## src/rtl/alu_result_collector.sv

```systemverilog
// Collects one ALU unit result per cycle, tags it with its source unit and
// queues it in a small first-word-fall-through FIFO drained by valid/ready.
module alu_result_collector #(
  parameter int OUT_WIDTH_A = 32,
  parameter int OUT_WIDTH   = 16,
  parameter int DEPTH       = 4
) (
  input  logic                        CLK,
  input  logic                        RST,
  input  logic [OUT_WIDTH_A-1:0]      Arith_OUT,
  input  logic [OUT_WIDTH-1:0]        Logic_OUT,
  input  logic [OUT_WIDTH-1:0]        CMP_OUT,
  input  logic [OUT_WIDTH-1:0]        Shift_OUT,
  input  logic                        Carry_OUT,
  input  logic                        Arith_Flag,
  input  logic                        Logic_Flag,
  input  logic                        CMP_Flag,
  input  logic                        Shift_Flag,
  input  logic                        RES_READY,
  input  logic                        CLR_ERR,
  output logic                        RES_VALID,
  output logic [OUT_WIDTH_A-1:0]      RES_DATA,
  output logic [1:0]                  RES_TAG,
  output logic                        RES_CARRY,
  output logic [$clog2(DEPTH):0]      RES_COUNT,
  output logic                        ERR_OVF,
  output logic                        ERR_MULTI
);

  localparam int PW = $clog2(DEPTH);
  localparam logic [PW:0] FULL_CNT = (PW+1)'(DEPTH);

  localparam logic [1:0] TAG_ARITH = 2'b00;
  localparam logic [1:0] TAG_LOGIC = 2'b01;
  localparam logic [1:0] TAG_CMP   = 2'b10;
  localparam logic [1:0] TAG_SHIFT = 2'b11;

  logic [OUT_WIDTH_A-1:0] mem_data [DEPTH];
  logic [1:0]             mem_tag  [DEPTH];
  logic                   mem_carry[DEPTH];

  logic [PW-1:0] wr_ptr;
  logic [PW-1:0] rd_ptr;
  logic [PW:0]   count;

  logic                   push;
  logic                   pop;
  logic                   full;
  logic                   write_en;
  logic                   drop;
  logic                   multi;
  logic [2:0]             flag_cnt;
  logic [OUT_WIDTH_A-1:0] sel_data;
  logic [1:0]             sel_tag;
  logic                   sel_carry;

  // Fixed priority Arith > Logic > CMP > Shift; narrow results are zero-extended.
  always_comb begin
    sel_data  = '0;
    sel_tag   = TAG_ARITH;
    sel_carry = 1'b0;
    if (Arith_Flag) begin
      sel_data  = Arith_OUT;
      sel_tag   = TAG_ARITH;
      sel_carry = Carry_OUT;
    end else if (Logic_Flag) begin
      sel_data  = OUT_WIDTH_A'(Logic_OUT);
      sel_tag   = TAG_LOGIC;
    end else if (CMP_Flag) begin
      sel_data  = OUT_WIDTH_A'(CMP_OUT);
      sel_tag   = TAG_CMP;
    end else if (Shift_Flag) begin
      sel_data  = OUT_WIDTH_A'(Shift_OUT);
      sel_tag   = TAG_SHIFT;
    end
  end

  always_comb begin
    flag_cnt = {2'b00, Arith_Flag} + {2'b00, Logic_Flag}
             + {2'b00, CMP_Flag}   + {2'b00, Shift_Flag};
    multi    = (flag_cnt > 3'd1);
    push     = Arith_Flag | Logic_Flag | CMP_Flag | Shift_Flag;
    pop      = (count != '0) & RES_READY;
    full     = (count == FULL_CNT);
    // When full, a same-cycle pop frees the slot the write lands in.
    write_en = push & (~full | pop);
    drop     = push & full & ~pop;
  end

  always_ff @(posedge CLK or posedge RST) begin
    if (RST) begin
      wr_ptr    <= '0;
      rd_ptr    <= '0;
      count     <= '0;
      ERR_OVF   <= 1'b0;
      ERR_MULTI <= 1'b0;
    end else begin
      if (write_en) wr_ptr <= wr_ptr + PW'(1);
      if (pop)      rd_ptr <= rd_ptr + PW'(1);
      case ({write_en, pop})
        2'b10:   count <= count + (PW+1)'(1);
        2'b01:   count <= count - (PW+1)'(1);
        default: count <= count;
      endcase
      // A new error in the clearing cycle wins over the clear.
      ERR_OVF   <= (ERR_OVF   & ~CLR_ERR) | drop;
      ERR_MULTI <= (ERR_MULTI & ~CLR_ERR) | multi;
    end
  end

  always_ff @(posedge CLK) begin
    if (write_en) begin
      mem_data[wr_ptr]  <= sel_data;
      mem_tag[wr_ptr]   <= sel_tag;
      mem_carry[wr_ptr] <= sel_carry;
    end
  end

  // Storage is not reset, so the head is masked to zero while empty.
  always_comb begin
    RES_VALID = (count != '0);
    RES_COUNT = count;
    RES_DATA  = RES_VALID ? mem_data[rd_ptr]  : '0;
    RES_TAG   = RES_VALID ? mem_tag[rd_ptr]   : 2'b00;
    RES_CARRY = RES_VALID ? mem_carry[rd_ptr] : 1'b0;
  end

endmodule

```

## config.mk

```make
export PLATFORM = sky130hd
export DESIGN_NAME = alu_result_collector
export DESIGN_NICKNAME = d
export VERILOG_FILES = /design/src/rtl/alu_result_collector.sv
export SDC_FILE = /design/constraint.sdc
export NUM_CORES = 1
export LEC_CHECK = 0
export BUFFER_PORTS_ARGS = -buffer_cell sky130_fd_sc_hd__buf_2
export CAP_MARGIN = 20
export CORE_UTILIZATION = 50
export CTS_CLUSTER_DIAMETER = 80
export DETAILED_ROUTE_END_ITERATION = 8
export PLACE_DENSITY = 0.76
export SYNTH_ARGS = -nofsm -noshare
export SYNTH_HDL_FRONTEND = slang
export SYNTH_SLANG_ARGS = --single-unit
```

## constraint.sdc

```tcl
create_clock -name CLK -period 2 [get_ports CLK]
set_input_delay 0 -clock CLK [delete_from_list [all_inputs] [get_ports CLK]]
set_output_delay 0 -clock CLK [all_outputs]
set_load 0.05 [all_outputs]
```

Word-level counts from Yosys, hierarchy flattened. Memories as Yosys holds them, arrays and structs flattened. Index checks and enable logic that the tools add are counted.

Bits in registers: 9. Bits in writable memories: 140. Bits of input ports: 89. Output and inout bits: 41. Memories kept: 3.

Memories: mem_data (words 4, bits a word 32, read ports 1, clocked after Yosys merged registers in 0, write ports 1, line 38) `logic [OUT_WIDTH_A-1:0] mem_data [DEPTH];`; mem_tag (words 4, bits a word 2, read ports 1, clocked after Yosys merged registers in 0, write ports 1, line 39) `logic [1:0] mem_tag [DEPTH];`; mem_carry (words 4, bits a word 1, read ports 1, clocked after Yosys merged registers in 0, write ports 1, line 40) `logic mem_carry[DEPTH];`.

Add/subtract/negate cells: 7. Magnitude comparators: 1. Equality and inequality tests: 3. Muxes and demuxes: 15. Bitwise gates (word level): 15. Reductions and logical operators: 2.

Operator list (number): 32-bit two-way mux (2); 16-bit two-way mux (3); 2-bit two-way mux (5); 1-bit bitwise AND (6); 1-bit bitwise OR (6); 3-bit one-hot mux with 2 select lines (1); 2-bit by 1-bit adder with 2-bit output, second input constant (2); 1-bit two-way mux (4); 2-bit by 1-bit adder with 3-bit output (1); 3-bit by 1-bit adder with 3-bit output (1); 3-bit by 1-bit adder with 3-bit output, second input constant (1); 3-bit equality test, second input constant (1); 3-bit by 1-bit greater-than comparator with 1-bit output, second input constant (1); 1-bit inverter (3); 3-bit nonzero test (1); 3-bit by 1-bit subtractor with 3-bit output, second input constant (1); 1-bit by 1-bit adder with 2-bit output (1); 2-bit by 1-bit equality test with 1-bit output, second input constant (1); 2-bit equality test, second input constant (1); 2-bit nonzero test (1).

Logic depth before layout (Yosys ltp). Gate-level depths: netlist of the first run.

Depth in word-level cells: 6. Depth in mapped cells: 10.

Worst setup path before layout of the first run. No wires, ideal clock.

Kind: flip-flop to flip-flop. Start: register count[1] (netlist: RES_COUNT[1]). End: register count[2] (netlist: RES_COUNT[2]). Data arrival time: 2.899 ns. Data required time: 1.910 ns. Slack: -0.989 ns. Stages on the path, launching flop included: 8. Period minus slack after synthesis: 2.989 ns. Cells stage by stage: dfrtp_1 > buf_2 > or3_2 > clkbuf_1 > nand3_1 > fa_1 > or4_2 > o211ai_1.

Longest elaborated chain between the ends: 6.

Ends and longest elaborated chain: from (decl) (line 44) `logic [PW:0] count;`; from (signal assigned) (line 101) `2'b10: count <= count + (PW+1)'(1);`; from (signal assigned) (line 102) `2'b01: count <= count - (PW+1)'(1);`; from (signal assigned) (line 103) `default: count <= count;`; 3-bit nonzero test *; named net RES_VALID (line 21) `output logic RES_VALID,`; 1-bit bitwise AND * (line 83) `pop = (count != '0) & RES_READY;`; 1-bit bitwise OR (line 86) `write_en = push & (~full | pop);`; 1-bit bitwise AND (line 86); 2-bit by 1-bit equality test with 1-bit output / 2-bit equality test (equally long branches) (line 100) `case ({write_en, pop})`; 3-bit one-hot mux with 2 select lines / 2-bit nonzero test (equally long branches).

The timed path passes the listed nets; every way through them passes the cells marked *. A chain may end at the register's enable or synchronous reset.

Worst setup path in the final report of the first run.
Start: register rd_ptr[0]. End: output port RES_DATA[0].

Longest elaborated chain between the ends: 2.

Ends and longest elaborated chain: from (decl) (line 43) `logic [PW-1:0] rd_ptr;`; from (signal assigned) (line 99) `if (pop) rd_ptr <= rd_ptr + PW'(1);`; memory 4 x 32 bit; 32-bit two-way mux (line 123) `RES_DATA = RES_VALID ? mem_data[rd_ptr] : '0;`; to (decl) (line 22) `output logic [OUT_WIDTH_A-1:0] RES_DATA,`.

Every way passes these cells.

==> impl_metrics.json, run 1 <==
{
  "outcome": "completed",
  "pre_cts_ws_ps": 166,
  "path_delay_family": "multiplexers",
  "clk_pin_slew_ps": 60,
  "postRouteWirelength_um": 14000,
  "pwr-share-seq_pct": 33.1,
  "syn_area_um2": 6570,
  "swShare_pct": 38.8,
  "final_common_cell": "edfxtp_1",
  "min-delay-start": "Arith_OUT[2]",
  "placed_area_um2": 7440,
  "wl_per_cell_um": 18.8,
  "die_h_um": 117,
  "cts.sinks": 149,
  "maxCapViolCount": 0,
  "max_freq_mhz": 503,
  "htreeDepth": 4,
  "internal_power_w": 0.00945,
  "root_buffer": "clkbuf_16",
  "cp_slowest_cell": "mux4_2",
  "dpl.hpwl_um": 8310,
  "p_total_w": 0.0154,
  "syn_nets": 490,
  "slew_viol_final": 0,
  "synth_edf_count": 140,
  "setup_viol": 0,
  "synthArstFlopShare_pct": 6.04,
  "p_per_area_nw_per_um2": 1810,
  "synth_cell_types": 46,
  "place.gp.congestion": 0.807,
  "avgSynthCellArea_um2": 16.7,
  "synthCells": 394,
  "fin_skew_ps": 7.55,
  "fillCellCount": 899,
  "seq_area_um2": 4440,
  "grt_max_degree": 51,
  "die_area_um2": 13600,
  "setup_slack_ps": 13.1,
  "hold_viol": 0,
  "clock_path_buffers": 2,
  "crit_path_end_kind": "output port",
  "grt_pass1_vias": 4098,
  "cp_common_cell": "buf_12",
  "cp_cell_sequence": "buf_12, buf_12, mux4_2, and2_1, buf_2",
  "numCtsBuffers": 17,
  "min_period_ps": 1990,
  "layout-drive-gt1-share_pct": 40.5,
  "drt_iter0_markers": 280,
  "yosysTopAreaCell": "edfxtp_1",
  "rsz0062_at_grt": "yes",
  "netlist_top_cells_area": "edfxtp_1 64%, mux4_2 12%, and2_1 5.1%",
  "vias_per_cell": 5.49,
  "synth_ff_type": "edfxtp_1",
  "synth_top_area_share_pct": 64.0,
  "power.switching_w": 0.00599,
  "crit_required_ps": 2000,
  "ant_nets": 0,
  "hold_class": "primary input to flop",
  "final_nets": 653,
  "firstDrtPassIters": 5,
  "yosysSeqAreaShare_pct": 67.5,
  "grt_use_total_pct": 21.8,
  "leakage_nw": 3.21,
  "cp-start-kind": "flop",
  "fp-row-count": 41,
  "core_area_um2": 12700,
  "portBuffers": 129,
  "fin_crit_sh_pct": 99.3,
  "worstMarginPinSlew_ps": 705,
  "p_comb_share_pct": 45.7,
  "cts_tree": "done",
  "worstSkewPairLatency_ps": 410,
  "grt_pass1_wl_um": 21100,
  "r2r-start": "RES_COUNT[1]",
  "maxSlewHeadroom_pct": 52.3,
  "ir_drop_mv": 1.08,
  "ioPinCount": 130,
  "multi_input_area_um2": 2020,
  "area_growth_pct": 30.0,
  "criticalPathCategory": "flop to output port",
  "grt_overflow": 0,
  "postLayoutCellArea_um2": 8530,
  "ys_warn_count": 0,
  "antenna_cells": 0,
  "remaining_drc_errors": 0,
  "antenna_found_initial": 0,
  "worst-path-buf-inv": 3,
  "dr_total_vias": 4074,
  "startpoint": "rd_ptr[0]",
  "yosys_register_bits": 149,
  "cp_max_fo": 12,
  "initial_core_util_pct": 51.6,
  "arrival_ps": 1990,
  "cp_slowest_stage_delay_ps": 530,
  "power_frac_clock_pct": 21.3,
  "die_x_um": 117,
  "mostFrequentLayoutCells": "140 x edfxtp_1, 108 x buf_2, 48 x and2_1"
}
-- path summary, 6_finish.rpt --
| path | end | slack, ps | cells past startpoint |
|---|---|---|---|
| worst max-delay path | RES_DATA[0] | 10 | 5 |
| worst min-delay path | mem_data[2][2] | 30 | 3 |
| worst max register to register | RES_COUNT[1] | 160 | 5 |
| worst min register to register | ERR_OVF | 550 | 2 |
| max in group asynchronous | rd_ptr[1] | 1570 | 3 |
| min in group asynchronous | rd_ptr[1] | 130 | 3 |
-- power by group through the flow --
stage | Sequential [W] | Combinational [W] | Clock, W
floorplan | 0.00505 | 0.00501 | 0
global placement | 0.00505 | 0.00643 | 0
detailed placement | 0.00514 | 0.00648 | 0
CTS | 0.00511 | 0.00659 | 0.00332
global route | 0.00519 | 0.00743 | 0.00346
finish | 0.00510 | 0.00705 | 0.00328
-- tightest hold or removal path: stages --
cell and delay (ps):
buf_2 70, nand2_1 50, o31ai_1 170
-- kinds of logic (layout without fill, tap and decap cells) --
group                      count (synthesis)  in the layout  synth area share (%)
DFF                                      149            149                  67.5
and+or+nand+nor                          108            108                  9.36
AOI/OAI and AO/OA                         46             46                  5.56
muxes                                     40             40                  12.9
buffers and inverters                     40            216                  2.65
adders and majority gates                  7              7                  1.56
xor gates and xnor gates                   4              4                 0.534
-- registers in the layout (all words and copies together) (netlist names) --
| register | count |
|---|---|
| mem_data | 128 |
| mem_tag | 8 |
| mem_carry | 4 |
| RES_COUNT | 3 |
| rd_ptr | 2 |
| wr_ptr | 2 |
| ERR_MULTI | 1 |
| ERR_OVF | 1 |
-- Yosys cell counts, drive strengths merged, types with 3 or more instances --
cell type  count
a221oi        16
and2          55
and3           4
buf           13
clkbuf        16
dfrtp          9
edfxtp       140
ha             5
inv           10
mux2i          3
mux4          35
nand2         17
nor2          20
nor2b          3
o31ai         15
xnor2          4
-- metrics by stage --
stage | util [%] | std cells | hold WS, ps | setup TNS [ps]
2_1_floorplan | - | 394 | -172 | -268
3_3_place_gp | 58.5 | 676 | 0.0432 | 0
3_5_place_dp | 58.5 | 676 | 6.29 | 0
4_1_cts | 66.0 | 740 | 4.35 | 0
5_1_grt | 67.1 | 742 | 21.9 | -858
6_report | 67.1 | 742 | 34.7 | 0
-- layout make-up --
class | instances | share of cell area, %
Multi-Input combinational cell | 205 | 23.6
Clock inverter | 13 | 2.11
Sequential cell | 149 | 52.0
Tap cell | 172 | 2.52
Inverter | 11 | 0.498
Clock buffer | 19 | 5.07
Timing Repair Buffer | 173 | 14.2
-- routing by layer --
layer / share of wire [%] / GRT usage (%) / vias to the layer above / wire, um
li1: - / - / 1863 / -
met5: 0 / 0 / - / 0
met1: 41 / 27.1 / 2031 / 5720
met2: 52 / 36.6 / 158 / 7290
met3: 5.3 / 5.19 / 22 / 738
met4: 1.7 / 9.28 / 0 / 233
-- timing repair --
action                     4_1_cts  5_1_grt
hold endpoints to repair       126        0
setup endpoints to repair       16       30
buffers inserted                 0        1
gates cloned                     0        1
hold buffers                    32        0
resized for setup                6       51
No activity file was read; power rests on OpenSTA's default activity.
==> run 2: changes to the inputs <==
--- a/constraint.sdc
+++ b/constraint.sdc
@@ -3,2 +3,2 @@
 set_output_delay 0 -clock CLK [all_outputs]
-set_load 0.05 [all_outputs]
+set_load 0.02 [all_outputs]
==> run 2 against run 1 <==
Net effect: power is 8.1% lower; clock-buffer cell count down 1; highest routed layer unchanged; wire length rose by 7.2%; setup slack better by 38 ps; combinational power is 23% lower; worst hold slack got worse by 17 ps; critical path type unchanged; utilization grew 0.67 points; sequential share of layout area decreased by 0.54 points; register-to-register slack about the same; final area increased by 1.0%.
==> impl_metrics.json, run 2 (same netlist as run 1, synthesis figures left out) <==
{
  "outcome": "completed",
  "rr_worst_depth": 5,
  "setup_viol": 0,
  "cts.sinks": 149,
  "grt_pass1_vias": 4185,
  "arrival_ps": 1950,
  "hold_depth": 3,
  "dpl.hpwl_um": 8710,
  "max_freq_mhz": 513,
  "clock_path_buffers": 2,
  "setup_slack_ps": 51.0,
  "whs_endpoint": "mem_data[1][14]",
  "numCtsBuffers": 17,
  "core_area_um2": 12700,
  "die_h_um": 117,
  "postRouteWirelength_um": 15000,
  "regMostFlops": "mem_data",
  "mostFrequentLayoutCells": "140 x edfxtp_1, 129 x buf_2, 53 x and2_1",
  "grt_max_degree": 51,
  "criticalPathCategory": "flop to output port",
  "power_frac_clock_pct": 25.8,
  "place.gp.congestion": 0.752,
  "largest_reg_flops": 128,
  "cp_slowest_cell": "mux4_2",
  "antenna_cells": 0,
  "r2r-start": "RES_COUNT[0]",
  "internal_power_w": 0.00967,
  "p_comb_share_pct": 38.0,
  "dr_total_vias": 4163,
  "leakage_nw": 3.28,
  "cp-start-kind": "flop",
  "drt_iter0_markers": 363,
  "area_growth_pct": 31.3,
  "min_period_ps": 1950,
  "grt_use_total_pct": 22.8,
  "p_per_area_nw_per_um2": 1650,
  "maxCapViolCount": 0,
  "fin_crit_sh_pct": 97.5,
  "crit_required_ps": 2000,
  "hold_viol": 0,
  "min-delay-start": "Arith_OUT[14]",
  "fp-row-count": 41,
  "die_x_um": 117,
  "initial_core_util_pct": 51.6,
  "portBuffers": 129,
  "remaining_drc_errors": 0,
  "wl_per_cell_um": 20.1,
  "final_nets": 657,
  "vias_per_cell": 5.58,
  "fin_skew_ps": 6.31,
  "slew_viol_final": 0,
  "reg_top3": "mem_data: 128 flops, mem_tag: 8 flops, mem_carry: 4 flops",
  "firstDrtPassIters": 5,
  "pwr-share-seq_pct": 36.1,
  "ioPinCount": 130,
  "cp_slowest_stage_delay_ps": 530,
  "layout-drive-gt1-share_pct": 41.1,
  "final_common_cell": "edfxtp_1",
  "htreeDepth": 4,
  "grt_overflow": 0,
  "p_total_w": 0.0142,
  "cp_common_cell": "buf_12",
  "ir_drop_mv": 0.840,
  "die_area_um2": 13600,
  "cp_max_fo": 6,
  "pre_cts_ws_ps": 150,
  "swShare_pct": 31.9,
  "antenna_found_initial": 0,
  "worstSkewPairLatency_ps": 410,
  "power.switching_w": 0.00452,
  "ant_nets": 0,
  "crit_path_end_kind": "output port",
  "root_buffer": "clkbuf_16",
  "clk_pin_slew_ps": 60,
  "r2r_end": "RES_COUNT[1]",
  "reg2reg_slack_ps": 150,
  "hold_class": "primary input to flop",
  "cts_tree": "done",
  "cp_cell_sequence": "buf_12, buf_12, mux4_2, and2_1, buf_2",
  "worstMarginPinSlew_ps": 780,
  "grt_pass1_wl_um": 22200,
  "maxSlewHeadroom_pct": 47.6
}
## run 2: cell count changes in the layout (fill, tap and decap cells not counted), sizes merged
cell         before  now
buf             140  145
bufinv            4    7
clkbuf           20   21
clkinv            5    6
clkinvlp          4    2
dlygate4sd3      32   29
inv              11   10
## run 2: repair_timing
action | 4_1_cts | 5_1_grt
resized for setup | 1 | 3
gates cloned | 0 | 3
hold buffers | 29 | 0
hold endpoints to repair | 113 | 0
setup buffers | 0 | 1
setup endpoints to repair | 2 | 32
## run 2: metrics by stage
stage	TNS, ps	cells	hold slack, ps	utilization [%]	cell area (um^2)
floorplan	-59.2	394	-172	-	6670
global placement	0	681	-0.136	59.2	7530
detailed placement	0	681	9.54	59.2	7530
CTS	-7.17	742	1.17	66.9	8510
global route	-7.57	746	24.3	67.8	8620
finish	0	746	18.0	67.8	8620
## run 2: worst max path at each step
| stage | end | startpoint | cells past startpoint | slack, ps |
|---|---|---|---|---|
| after floorplan | RES_COUNT[1] | RES_COUNT[0] | 7 | -60 |
| after global placement | RES_COUNT[1] | RES_COUNT[0] | 5 | 180 |
| after detailed placement | RES_COUNT[1] | RES_COUNT[0] | 5 | 150 |
| after CTS | RES_DATA[0] | rd_ptr[0] | 4 | -7 |
| after global routing | RES_DATA[0] | rd_ptr[1] | 4 | -8 |
| final | RES_DATA[5] | rd_ptr[0] | 5 | 50 |
## run 2: area by class of cell
type | count | area (um^2)
Sequential cell | 149 | 4440
Fill cell | 881 | 4100
Multi-Input combinational cell | 205 | 1990
Timing Repair Buffer | 177 | 1230
Clock buffer | 18 | 429
Clock inverter | 14 | 256
Tap cell | 172 | 215
Inverter | 11 | 53.8
## run 2: per-layer routing
metal | GRT usage (%) | wire, um | vias up
li1 | - | - | 1866
met3 | 5.14 | 908 | 31
met1 | 28.6 | 6150 | 2079
met4 | 8.86 | 317 | 0
met5 | 0 | 0 | -
met2 | 38.8 | 7620 | 187
## run 2: power by group through the flow
stage | Clock, W | Combinational, W | Sequential (W)
floorplan | 0 | 0.00354 | 0.00497
global placement | 0 | 0.00504 | 0.00505
detailed placement | 0 | 0.00511 | 0.00515
CTS | 0.00369 | 0.00520 | 0.00513
global route | 0.00383 | 0.00579 | 0.00522
finish | 0.00366 | 0.00540 | 0.00513
## run 2: worst max-delay path, delay by kind of cell, from the launching register on
family	cells	cell delay [ps]
mux	1	530
simple gates	1	200
flops	1	370
buf+inv	3	430
==> run 3: changes to the inputs <==
Settings changed: ABC_AREA set to 1, GPL_ROUTABILITY_DRIVEN set to 0.
==> run 3 against run 2 <==
Net effect: clock-buffer cell count up 5; sequential cell count did not move; combinational power up 4.3%; power is 0.83% lower; maximum frequency up 2.5%; sequential share of layout area up 1.3 points; synthesized cell count grew 60%; first-iteration DRC count is 17% higher; clock power is 7.4% lower; critical path depth unchanged; critical path type unchanged; largest cell class unchanged.
==> impl_metrics.json, run 3 <==
{
  "p_total_w": 0.0141,
  "pre_cts_ws_ps": 289,
  "antenna_found_initial": 0,
  "max_freq_mhz": 526,
  "final_nets": 873,
  "crit_required_ps": 2000,
  "syn_area_um2": 6760,
  "clk_pin_slew_ps": 60,
  "initial_core_util_pct": 51.1,
  "synthXorXnorAreaFrac_pct": 0.259,
  "die_h_um": 118,
  "fp-row-count": 42,
  "cp_slowest_cell": "dfrtp_2",
  "syn_nets": 727,
  "hold_class": "primary input to flop",
  "outcome": "completed",
  "avgSynthCellArea_um2": 10.7,
  "r2r-start": "RES_COUNT[2]",
  "ys_warn_count": 0,
  "min-delay-start": "Arith_OUT[1]",
  "synth_commonest_cells": "148 x nor2_1, 140 x edfxtp_1, 71 x o21ai_0",
  "cp_max_fo": 63,
  "core_area_um2": 13200,
  "p_per_area_nw_per_um2": 1680,
  "vias_per_cell": 5.42,
  "mostFrequentLayoutCells": "144 x nor2_1, 140 x edfxtp_1, 129 x buf_2",
  "remaining_drc_errors": 0,
  "cp_slowest_stage_delay_ps": 460,
  "power_frac_clock_pct": 24.1,
  "layout-drive-gt1-share_pct": 24.9,
  "pwr-share-seq_pct": 35.9,
  "synth_top_area_share_pct": 62.2,
  "grt_busiest_layer": "met2",
  "rr_worst_depth": 6,
  "cts_tree": "done",
  "use_met3_pct": 4.20,
  "root_buffer": "clkbuf_16",
  "power.switching_w": 0.00541,
  "wl_per_cell_um": 16.7,
  "area_growth_pct": 24.2,
  "synth_edf_count": 140,
  "largest_reg_flops": 128,
  "hold_depth": 3,
  "synth.area.mux_share_pct": 0,
  "ant_nets": 0,
  "r2r_end": "mem_data[3][24]",
  "yosysSeqAreaShare_pct": 65.5,
  "firstDrtPassIters": 5,
  "clock_path_buffers": 2,
  "reg_top3": "mem_data: 128 flops, mem_tag: 8 flops, mem_carry: 4 flops",
  "synth_compound_area_share_pct": 11.8,
  "synth-simple-area-share_pct": 14.5,
  "synth_most_common_cell": "nor2_1",
  "criticalPathCategory": "flop to output port",
  "synth_ff_type": "edfxtp_1",
  "setup_viol": 0,
  "crit_path_end_kind": "output port",
  "synthAdderAreaFrac_pct": 1.52,
  "slew_viol_final": 0,
  "met1_usage_pct": 29.5,
  "synth_top_family_by_area": "simple AND/OR/NAND/NOR gates",
  "drt_iter0_markers": 426,
  "maxSlewHeadroom_pct": 53.0,
  "setup_slack_ps": 99.0,
  "fin_crit_sh_pct": 95.0,
  "portBuffers": 129,
  "worstMarginPinSlew_ps": 697,
  "grt_use_total_pct": 23.7,
  "grt_overflow": 0,
  "grt_pass1_wl_um": 25500,
  "leakage_nw": 3.45,
  "die_area_um2": 14000,
  "netlist_top_cells_area": "edfxtp_1 62%, nor2_1 8.2%, o21ai_0 5.3%",
  "dpl.hpwl_um": 10000,
  "fin_skew_ps": 7.90,
  "ioPinCount": 130,
  "hold_viol": 0,
  "numCtsBuffers": 17,
  "cts.sinks": 149,
  "maxCapViolCount": 0,
  "whs_endpoint": "mem_data[3][1]",
  "final_common_cell": "nor2_1",
  "worstSkewPairLatency_ps": 410,
  "grt_util_met2_pct": 41.0,
  "synthArstFlopShare_pct": 6.04,
  "dr_total_vias": 5240,
  "htreeDepth": 4,
  "min_period_ps": 1900,
  "internal_power_w": 0.00866,
  "grt_pass1_vias": 5205,
  "grt_max_degree": 64,
  "die_x_um": 118,
  "cp-start-kind": "flop",
  "synth_cell_types": 28,
  "p_comb_share_pct": 40.0,
  "fin_setup_tns_ps": 0,
  "swShare_pct": 38.5,
  "synthCells": 631,
  "postRouteWirelength_um": 16100,
  "arrival_ps": 1900,
  "ir_drop_mv": 0.792,
  "rsz0062_at_grt": "yes",
  "reg2reg_slack_ps": 260,
  "regMostFlops": "mem_data",
  "yosysTopAreaCell": "edfxtp_1",
  "cp_cell_sequence": "inv_6, buf_4, o21ai_0, a21oi_1, buf_2",
  "yosys_register_bits": 149,
  "antenna_cells": 0
}
==> run 3: cell type report <==
type | count | area (um^2)
multi-input cells | 405 | 1930
clock buffers | 23 | 488
fillers | 1049 | 4840
flip-flops and latches | 149 | 4430
repair buffers | 166 | 1020
inverters | 38 | 158
well taps | 176 | 220
clock inverters | 9 | 149
==> run 3: worst max path at each step <==
stage	start	endpoint	slack [ps]	cells after the start
finish	rd_ptr[0]	RES_DATA[22]	100	5
global route	rd_ptr[0]	RES_DATA[22]	-9	5
CTS	rd_ptr[1]	RES_TAG[1]	20	5
detailed placement	RES_COUNT[2]	mem_data[3][23]	290	6
global placement	RES_COUNT[2]	mem_data[3][13]	350	6
floorplan	Arith_Flag	mem_carry[0]	-300	7
==> run 3: metrics by stage <==
step           utilization, %  instance area, um^2  std cells  hold slack (ps)
6_report                 63.4                 8400        966             26.4
2_1_floorplan               -                 6770        631             -172
3_3_place_gp             56.8                 7520        913            -10.4
4_1_cts                  63.3                 8380        966             16.3
3_5_place_dp             56.8                 7520        913             6.01
5_1_grt                  63.4                 8400        966             58.1
==> run 3: routing by layer <==
| layer | wire, um | part of all wire [%] | up-vias |
|---|---|---|---|
| met1 | 6620 | 41 | 2509 |
| met5 | 0 | 0 | - |
| met2 | 8100 | 50 | 252 |
| met4 | 335 | 2.1 | 0 |
| met3 | 1050 | 6.5 | 28 |
| li1 | - | - | 2451 |
==> run 3: repair_timing <==
action                                  4_1_cts  5_1_grt
endpoints found under the setup margin       14       25
hold buffers                                 21        0
setup buffers                                 0        0
endpoints found under the hold margin        84        0
gates resized for setup                       3        8
pin swaps                                     0        0
==> run 3: cells by family after synthesis <==
family	after synthesis
XOR/XNOR	2
AO/OA/AOI/OAI	159
buffers and inverters	77
AND/OR/NAND/NOR	237
flip-flops	149
adder cells (fa/ha/maj)	7
==> run 3: power groups by stage <==
stage               Combinational [W]  Clock [W]  Sequential, W
global route                  0.00617    0.00354        0.00513
CTS                           0.00562    0.00340        0.00504
floorplan                     0.00380          0        0.00502
finish                        0.00563    0.00339        0.00505
global placement              0.00541          0        0.00503
detailed placement            0.00553          0        0.00507
==> run 3: critical path: cells and delay by family, from the launching register on <==
kind,cells,cell delay (ps)
compound gates,2,260
buf+inv,3,750
flops,1,460
